==> config.mk <==
export PLATFORM = sky130hd
export DESIGN_NAME = kbd_intr_sched_flat
export DESIGN_NICKNAME = d
export VERILOG_FILES = /design/src/rtl/kbd_pkg.sv /design/src/rtl/kbd_intr_sched_if.sv /design/src/rtl/kbd_fifo.sv /design/src/rtl/kbd_intr_sched.sv /design/src/flat_wrapper.sv
export SDC_FILE = /design/constraint.sdc
export NUM_CORES = 1
export LEC_CHECK = 0
export ABC_CLOCK_PERIOD_IN_PS = 4600
export BUFFER_PORTS_ARGS = -buffer_cell sky130_fd_sc_hd__buf_2
export CAP_MARGIN = 20
export CORE_ASPECT_RATIO = 1.25
export CORE_MARGIN = 1.5
export CORE_UTILIZATION = 30
export DETAILED_ROUTE_END_ITERATION = 10
export PLACE_DENSITY = 0.53
export RECOVER_POWER = 100
export SLEW_MARGIN = 20
export SYNTH_ARGS = -nofsm -noshare
export SYNTH_HDL_FRONTEND = slang
export SYNTH_HIERARCHICAL = 1
export SYNTH_SLANG_ARGS = --single-unit
==> constraint.sdc <==
create_clock -name clk -period 4.6 [get_ports clk]
set_input_delay 0.69 -clock clk [delete_from_list [all_inputs] [get_ports clk]]
set_output_delay 0.69 -clock clk [all_outputs]
set_load 0.02 [all_outputs]
==> src/rtl/kbd_pkg.sv <==
// Shared types and constants for the keyboard interrupt scheduler.
package kbd_pkg;
  typedef enum logic [1:0] {ST_IDLE, ST_PULSE, ST_WAIT_ACK} states_t;

  localparam logic [7:0] EXT_PREFIX = 8'hE0;
  localparam int         ENTRY_W    = 9;
endpackage

==> src/rtl/kbd_intr_sched_if.sv <==
// Keyboard-side strobes in, MCU-side interrupt and presented code out.
interface kbd_intr_sched_if #(
  parameter int DEPTH = 8
);
  import kbd_pkg::*;

  localparam int CODE_W = ENTRY_W - 1;

  logic                     code_valid;
  logic [CODE_W-1:0]        code_in;
  logic                     ack;
  logic                     clr_ovf;
  logic                     intrpt;
  logic [CODE_W-1:0]        scancode;
  logic                     ext;
  logic                     overflow;
  logic [$clog2(DEPTH):0]   count;

  modport master (
    output code_valid, code_in, ack, clr_ovf,
    input  intrpt, scancode, ext, overflow, count
  );

  modport slave (
    input  code_valid, code_in, ack, clr_ovf,
    output intrpt, scancode, ext, overflow, count
  );
endinterface

==> src/rtl/kbd_fifo.sv <==
// Synchronous FIFO with a combinational head read; pointers wrap modulo DEPTH.
module kbd_fifo #(
  parameter int WIDTH = 9,
  parameter int DEPTH = 8
) (
  input  logic                   clk,
  input  logic                   rst,
  input  logic                   push,
  input  logic                   pop,
  input  logic [WIDTH-1:0]       din,
  output logic [WIDTH-1:0]       dout,
  output logic [$clog2(DEPTH):0] count,
  output logic                   full,
  output logic                   empty
);
  localparam int AW = $clog2(DEPTH);

  logic [WIDTH-1:0] mem_q [DEPTH];
  logic [AW-1:0]    wr_ptr_q, wr_ptr_d;
  logic [AW-1:0]    rd_ptr_q, rd_ptr_d;
  logic [AW:0]      count_q, count_d;
  logic             push_ok, pop_ok;

  assign full  = (count_q == (AW+1)'(DEPTH));
  assign empty = (count_q == '0);
  assign dout  = mem_q[rd_ptr_q];
  assign count = count_q;

  // A push into a full FIFO is only legal when the head leaves in the same cycle.
  assign push_ok = push && (!full || pop_ok);
  assign pop_ok  = pop && !empty;

  always_comb begin
    wr_ptr_d = wr_ptr_q;
    rd_ptr_d = rd_ptr_q;
    count_d  = count_q;
    if (push_ok) wr_ptr_d = wr_ptr_q + AW'(1);
    if (pop_ok)  rd_ptr_d = rd_ptr_q + AW'(1);
    case ({push_ok, pop_ok})
      2'b10:   count_d = count_q + (AW+1)'(1);
      2'b01:   count_d = count_q - (AW+1)'(1);
      default: count_d = count_q;
    endcase
  end

  always_ff @(posedge clk or posedge rst) begin
    if (rst) begin
      wr_ptr_q <= '0;
      rd_ptr_q <= '0;
      count_q  <= '0;
    end else begin
      wr_ptr_q <= wr_ptr_d;
      rd_ptr_q <= rd_ptr_d;
      count_q  <= count_d;
    end
  end

  always_ff @(posedge clk) begin
    if (push_ok) mem_q[wr_ptr_q] <= din;
  end
endmodule

==> src/rtl/kbd_intr_sched.sv <==
// Buffers scancodes, folds the E0 prefix into an EXT flag, and raises one
// interrupt pulse per buffered event until the MCU acknowledges it.
module kbd_intr_sched
  import kbd_pkg::*;
#(
  parameter int DEPTH        = 8,
  parameter int PULSE_LEN    = 9,
  parameter int RETRY_CYCLES = 1_000_000
) (
  input  logic              clk,
  input  logic              rst,
  kbd_intr_sched_if.slave   bus
);
  localparam int PW = $clog2(PULSE_LEN + 1);
  localparam int RW = (RETRY_CYCLES > 0) ? $clog2(RETRY_CYCLES + 1) : 1;
  localparam logic [PW-1:0] PULSE_LAST = PW'(PULSE_LEN - 1);
  localparam logic [RW-1:0] RETRY_LAST = RW'((RETRY_CYCLES > 0) ? RETRY_CYCLES - 1 : 0);

  states_t              state_q, state_d;
  logic                 intrpt_q, intrpt_d;
  logic [7:0]           scancode_q, scancode_d;
  logic                 ext_q, ext_d;
  logic                 ext_pending_q, ext_pending_d;
  logic                 overflow_q, overflow_d;
  logic                 ack_seen_q, ack_seen_d;
  logic [PW-1:0]        pulse_cnt_q, pulse_cnt_d;
  logic [RW-1:0]        retry_cnt_q, retry_cnt_d;

  logic                 is_prefix, wr_code, push, pop;
  logic                 fifo_full, fifo_empty;
  logic [ENTRY_W-1:0]   fifo_head;
  logic [$clog2(DEPTH):0] fifo_count;

  kbd_fifo #(.WIDTH(ENTRY_W), .DEPTH(DEPTH)) u_fifo (
    .clk   (clk),
    .rst   (rst),
    .push  (push),
    .pop   (pop),
    .din   ({ext_pending_q, bus.code_in}),
    .dout  (fifo_head),
    .count (fifo_count),
    .full  (fifo_full),
    .empty (fifo_empty)
  );

  // Prefix absorption and drop accounting; a dropped code still consumes ext_pending.
  always_comb begin
    is_prefix     = bus.code_valid && (bus.code_in == EXT_PREFIX);
    wr_code       = bus.code_valid && !is_prefix;
    push          = wr_code && (!fifo_full || pop);
    ext_pending_d = bus.code_valid ? is_prefix : ext_pending_q;
    if (wr_code && !push)  overflow_d = 1'b1;
    else if (bus.clr_ovf)  overflow_d = 1'b0;
    else                   overflow_d = overflow_q;
  end

  always_comb begin
    state_d     = state_q;
    intrpt_d    = intrpt_q;
    scancode_d  = scancode_q;
    ext_d       = ext_q;
    ack_seen_d  = ack_seen_q;
    pulse_cnt_d = pulse_cnt_q;
    retry_cnt_d = retry_cnt_q;
    pop         = 1'b0;
    case (state_q)
      ST_IDLE: begin
        if (!fifo_empty) begin
          state_d     = ST_PULSE;
          intrpt_d    = 1'b1;
          scancode_d  = fifo_head[7:0];
          ext_d       = fifo_head[8];
          pulse_cnt_d = '0;
          ack_seen_d  = 1'b0;
        end
      end
      ST_PULSE: begin
        if (pulse_cnt_q == PULSE_LAST) begin
          intrpt_d = 1'b0;
          // An ACK on the final pulse cycle counts the same as an earlier one.
          if (ack_seen_q || bus.ack) begin
            pop        = 1'b1;
            ack_seen_d = 1'b0;
            state_d    = ST_IDLE;
          end else begin
            retry_cnt_d = '0;
            state_d     = ST_WAIT_ACK;
          end
        end else begin
          pulse_cnt_d = pulse_cnt_q + PW'(1);
          if (bus.ack) ack_seen_d = 1'b1;
        end
      end
      ST_WAIT_ACK: begin
        if (bus.ack) begin
          pop     = 1'b1;
          state_d = ST_IDLE;
        end else if ((RETRY_CYCLES > 0) && (retry_cnt_q == RETRY_LAST)) begin
          state_d     = ST_PULSE;
          intrpt_d    = 1'b1;
          pulse_cnt_d = '0;
        end else begin
          retry_cnt_d = retry_cnt_q + RW'(1);
        end
      end
      default: begin
        state_d  = ST_IDLE;
        intrpt_d = 1'b0;
      end
    endcase
  end

  always_ff @(posedge clk or posedge rst) begin
    if (rst) begin
      state_q       <= ST_IDLE;
      intrpt_q      <= 1'b0;
      scancode_q    <= '0;
      ext_q         <= 1'b0;
      ext_pending_q <= 1'b0;
      overflow_q    <= 1'b0;
      ack_seen_q    <= 1'b0;
      pulse_cnt_q   <= '0;
      retry_cnt_q   <= '0;
    end else begin
      state_q       <= state_d;
      intrpt_q      <= intrpt_d;
      scancode_q    <= scancode_d;
      ext_q         <= ext_d;
      ext_pending_q <= ext_pending_d;
      overflow_q    <= overflow_d;
      ack_seen_q    <= ack_seen_d;
      pulse_cnt_q   <= pulse_cnt_d;
      retry_cnt_q   <= retry_cnt_d;
    end
  end

  assign bus.intrpt   = intrpt_q;
  assign bus.scancode = scancode_q;
  assign bus.ext      = ext_q;
  assign bus.overflow = overflow_q;
  assign bus.count    = fifo_count;
endmodule
==> src/flat_wrapper.sv <==
// flat-port wrapper written by rule: the top's interface ports become plain ports
module kbd_intr_sched_flat import kbd_pkg::*;
#(
  parameter int DEPTH        = 8,
  parameter int PULSE_LEN    = 9,
  parameter int RETRY_CYCLES = 1_000_000
)
  (clk, rst, bus_code_valid, bus_code_in, bus_ack, bus_clr_ovf, bus_intrpt, bus_scancode, bus_ext, bus_overflow, bus_count);
  kbd_intr_sched_if #(.DEPTH(DEPTH)) bus_i ();
  input  logic clk;
  input  logic rst;
  input wire logic [$bits(bus_i.code_valid)-1:0] bus_code_valid;
  input wire logic [$bits(bus_i.code_in)-1:0] bus_code_in;
  input wire logic [$bits(bus_i.ack)-1:0] bus_ack;
  input wire logic [$bits(bus_i.clr_ovf)-1:0] bus_clr_ovf;
  output wire logic [$bits(bus_i.intrpt)-1:0] bus_intrpt;
  output wire logic [$bits(bus_i.scancode)-1:0] bus_scancode;
  output wire logic [$bits(bus_i.ext)-1:0] bus_ext;
  output wire logic [$bits(bus_i.overflow)-1:0] bus_overflow;
  output wire logic [$bits(bus_i.count)-1:0] bus_count;
  assign bus_i.code_valid = bus_code_valid;
  assign bus_i.code_in = bus_code_in;
  assign bus_i.ack = bus_ack;
  assign bus_i.clr_ovf = bus_clr_ovf;
  assign bus_intrpt = bus_i.intrpt;
  assign bus_scancode = bus_i.scancode;
  assign bus_ext = bus_i.ext;
  assign bus_overflow = bus_i.overflow;
  assign bus_count = bus_i.count;
  kbd_intr_sched #(.DEPTH(DEPTH), .PULSE_LEN(PULSE_LEN), .RETRY_CYCLES(RETRY_CYCLES)) u_core (.clk(clk), .rst(rst), .bus(bus_i));
endmodule
==> results.txt <==
Synth top area share: 38.4%
Minimum clock period: 3700 ps
Dominant cell type by area after synthesis: edfxtp_1
Worst setup EP type: flip-flop
Max_cap viols: 2
Most frequent cells after synthesis: edfxtp_1 (72), dfrtp_1 (49), nand2_1 (35)
Async S/R FF share, synth: 40.5%
DRT iter0 DRCs: 196
Area of the multi-input gates: 2070 sq um
Antenna Cells: 0
Placed cells: 649
Nets@finish: 466
Largest net degree at the start of global routing: 40
TritonCTS clock tree: yes
Net Switching: 1260 uW
Hold Crit Class: in2async
Routed vias/inst: 5.13
Sequential share of power: 40.4%
Worst path slowest cell: or4b_2
Synth Flop Type: edfxtp_1
Core area: 18200 sq um
Register area: 3390 sq um
H-tree Lvls: 4
CTS Root Cell: clkbuf_16
End point of the critical path: u_core/u_fifo/count[3]
Critical Path RT: 4880 ps
Number of port buffers: 27
Global route overflow: 0
Crit path DAT: 3980 ps
Sw Share: 32.1%
Avg Inst Size Synth: 14.0 sq um
Routability cong.: 0.803
Pint: 2650 uW
Clk pin slew, worst setup/hold paths: 60 ps
Synth top area cells: edfxtp_1 (38%), dfrtp_1 (22%), mux4_2 (7.2%)
Latest clock arrival within the worst-skew pair: 410 ps
Die height: 156 um
Die Wd: 126 um
Warning count from the yosys run: 6
Initial Util: 30.9%
Antenna violations before repair: 0
Number of fill cells: 1749
Slew @ Worst Pin: 2470 ps
Fmax: 270 MHz
Cts repair resizes: 0
Finished Layout Cells: 680
Vias post-DR: 3491
Period utilization: 80.5%
Worst setup SP type: flip-flop
WL per Instance: 17.2 um
Power share of the clock group: 32.7%
Ports: 28
Bufs on Longest Clock Path: 2
Cell Chain, Critical Path: inv_1 -> ha_1 -> nand4b_1 -> o21ai_0 -> nand2_1 -> a21oi_1 -> o21ai_4 -> ha_1 -> ha_1 -> or4b_2 -> o311ai_0 -> o211ai_1
RSZ-0062 raised after global routing: false
Final Setup Violations: 0
CP peak stage delay: 640 ps
Top cell by count, worst path: ha_1
Full die area: 19600 sq um
Count leader, synth: edfxtp_1
First-pass detailed-route iteration total: 7
Max-slew headroom: -64.9%
Syn Inst Count: 401
Tot GR Track Use: 13.0%
Postcts setup bufs: 0
Net Count, Synth: 427
DRC Markers: 0
Worst r2r dst: u_core/u_fifo/count[3]
Remaining antenna violation count: 0
Worst VDD drop: 0.000337 V
Fin. max-slew vios: 41
Final Skew: 6.09 ps
Num CTS Buffers: 17
# clock sinks: 121
Sequential fraction of the synthesis area: 60.2%
Hold Vio Cnt, Final: 0
Synth Register Bits: 121
Gate power share: 26.9%
Post-synth cell types: 67
Hpwl dp: 7600 um
Reg2Reg Depth: 12
Failing checks: max-capacitance violations, max-slew violations
Crit Path Class: reg2reg
Post-synth EDFFs: 72
Critical-path maximum fanout: 14
Row count: 55
Final core utilization: 35.8%
Final WL: 11700 um
CP Launch Point: u_core/state_q[1]
Leak: 0.00235 uW
P per Cell Area: 599 nW/um^2
Global-route wire length before repair: 19200 um
Area delta synth->final: 15.9%
Vias in the first global route: 3537
Status: finished, violations left
TNS Setup: 0 ps
Post-Syn Area: 5630 sq um
Layout cells sized above 1: 18.4%
Reg2reg start: u_core/state_q[1]
R2r setup slk: 900 ps
CTS Hold Bufs: 0
## power groups by stage
stage	Clock [uW]	Combinational, uW	Sequential [uW]
after global routing	1360	1170	1620
after CTS	1310	1120	1590
after floorplan	0	799	1580
final	1280	1050	1580
after global placement	0	1100	1600
after detailed placement	0	1120	1610
## sequential cells by signal (all words and copies together) (netlist names)
name and cells:
u_core/retry_cnt_q 20, u_core/bus.scancode 8, u_core/bus.ext 1, u_core/bus.intrpt 1
u_core/ack_seen_q 1, u_core/pulse_cnt_q 4, u_core/u_fifo/wr_ptr_q 3, u_core/state_q 2
u_core/u_fifo/rd_ptr_q 3, u_core/u_fifo/mem_q 72, u_core/bus.overflow 1, u_core/u_fifo/count 4
u_core/ext_pending_q 1
## critical path, delay by kind of cell, from the launching register on
| family | cells | cell delay [ps] |
|---|---|---|
| adders and majority gates | 3 | 1120 |
| AOI/OAI and AO/OA | 5 | 970 |
| and+or+nand+nor | 3 | 970 |
| DFF | 1 | 390 |
| buffers and inverters | 1 | 100 |
## per-stage QoR
step / setup WS, ps / hold WS (ps) / total power (uW) / area, sq um
2_1_floorplan: 1240 / 459 / 2380 / 5630
5_1_grt: 515 / 301 / 4150 / 6520
3_5_place_dp: 726 / 491 / 2720 / 6020
3_3_place_gp: 860 / 486 / 2690 / 6020
4_1_cts: 887 / 285 / 4010 / 6600
6_report: 899 / 277 / 3910 / 6520
## area by class of cell
| class | count | area share, % |
|---|---|---|
| timing repair buffer | 37 | 2.24 |
| clock inverter | 14 | 2.32 |
| clock buffer | 17 | 6.52 |
| inverter | 16 | 0.921 |
| tap | 228 | 4.37 |
| sequential | 121 | 51.9 |
| multi-input combinational | 247 | 31.7 |
## cells by family after synthesis
| kind of cell | count (synthesis) | share of synthesized area, % |
|---|---|---|
| multiplexers | 42 | 12.0 |
| flip-flops | 121 | 60.2 |
| XOR/XNOR | 6 | 0.934 |
| buffers and inverters | 33 | 3.00 |
| AO/OA/AOI/OAI | 73 | 8.76 |
| adder cells (fa/ha/maj) | 13 | 3.02 |
| AND/OR/NAND/NOR | 113 | 12.1 |
## placed cells by master (no fill, tap or decap), types with 9 or more instances in the layout
cell type and count:
a21oi_1 12, clkbuf_1 33, clkbuf_16 17, dfrtp_1 49, edfxtp_1 72, ha_1 12
inv_1 15, mux2_2 17, mux4_2 18, nand2_1 35, nand3_1 15, nor2_1 9
o21ai_0 19
## routing by layer
metal	GRT usage [%]	share of wire [%]
met5	0	0
met4	5.36	1.6
met3	3.74	4.4
met2	21.3	50
met1	16.0	44
## worst min path at each step
stage | from | endpoint | slack [ps]
2_1_floorplan | u_core/retry_cnt_q[19] | u_core/retry_cnt_q[19] | 460
4_1_cts | rst | u_core/u_fifo/count[0] | 280
5_1_grt | rst | u_core/u_fifo/count[0] | 300
3_5_place_dp | u_core/bus.scancode[0] | u_core/bus.scancode[0] | 490
3_3_place_gp | u_core/bus.scancode[3] | u_core/bus.scancode[3] | 490
6_report | rst | u_core/u_fifo/count[0] | 280
No activity file was read; power rests on OpenSTA's default activity.
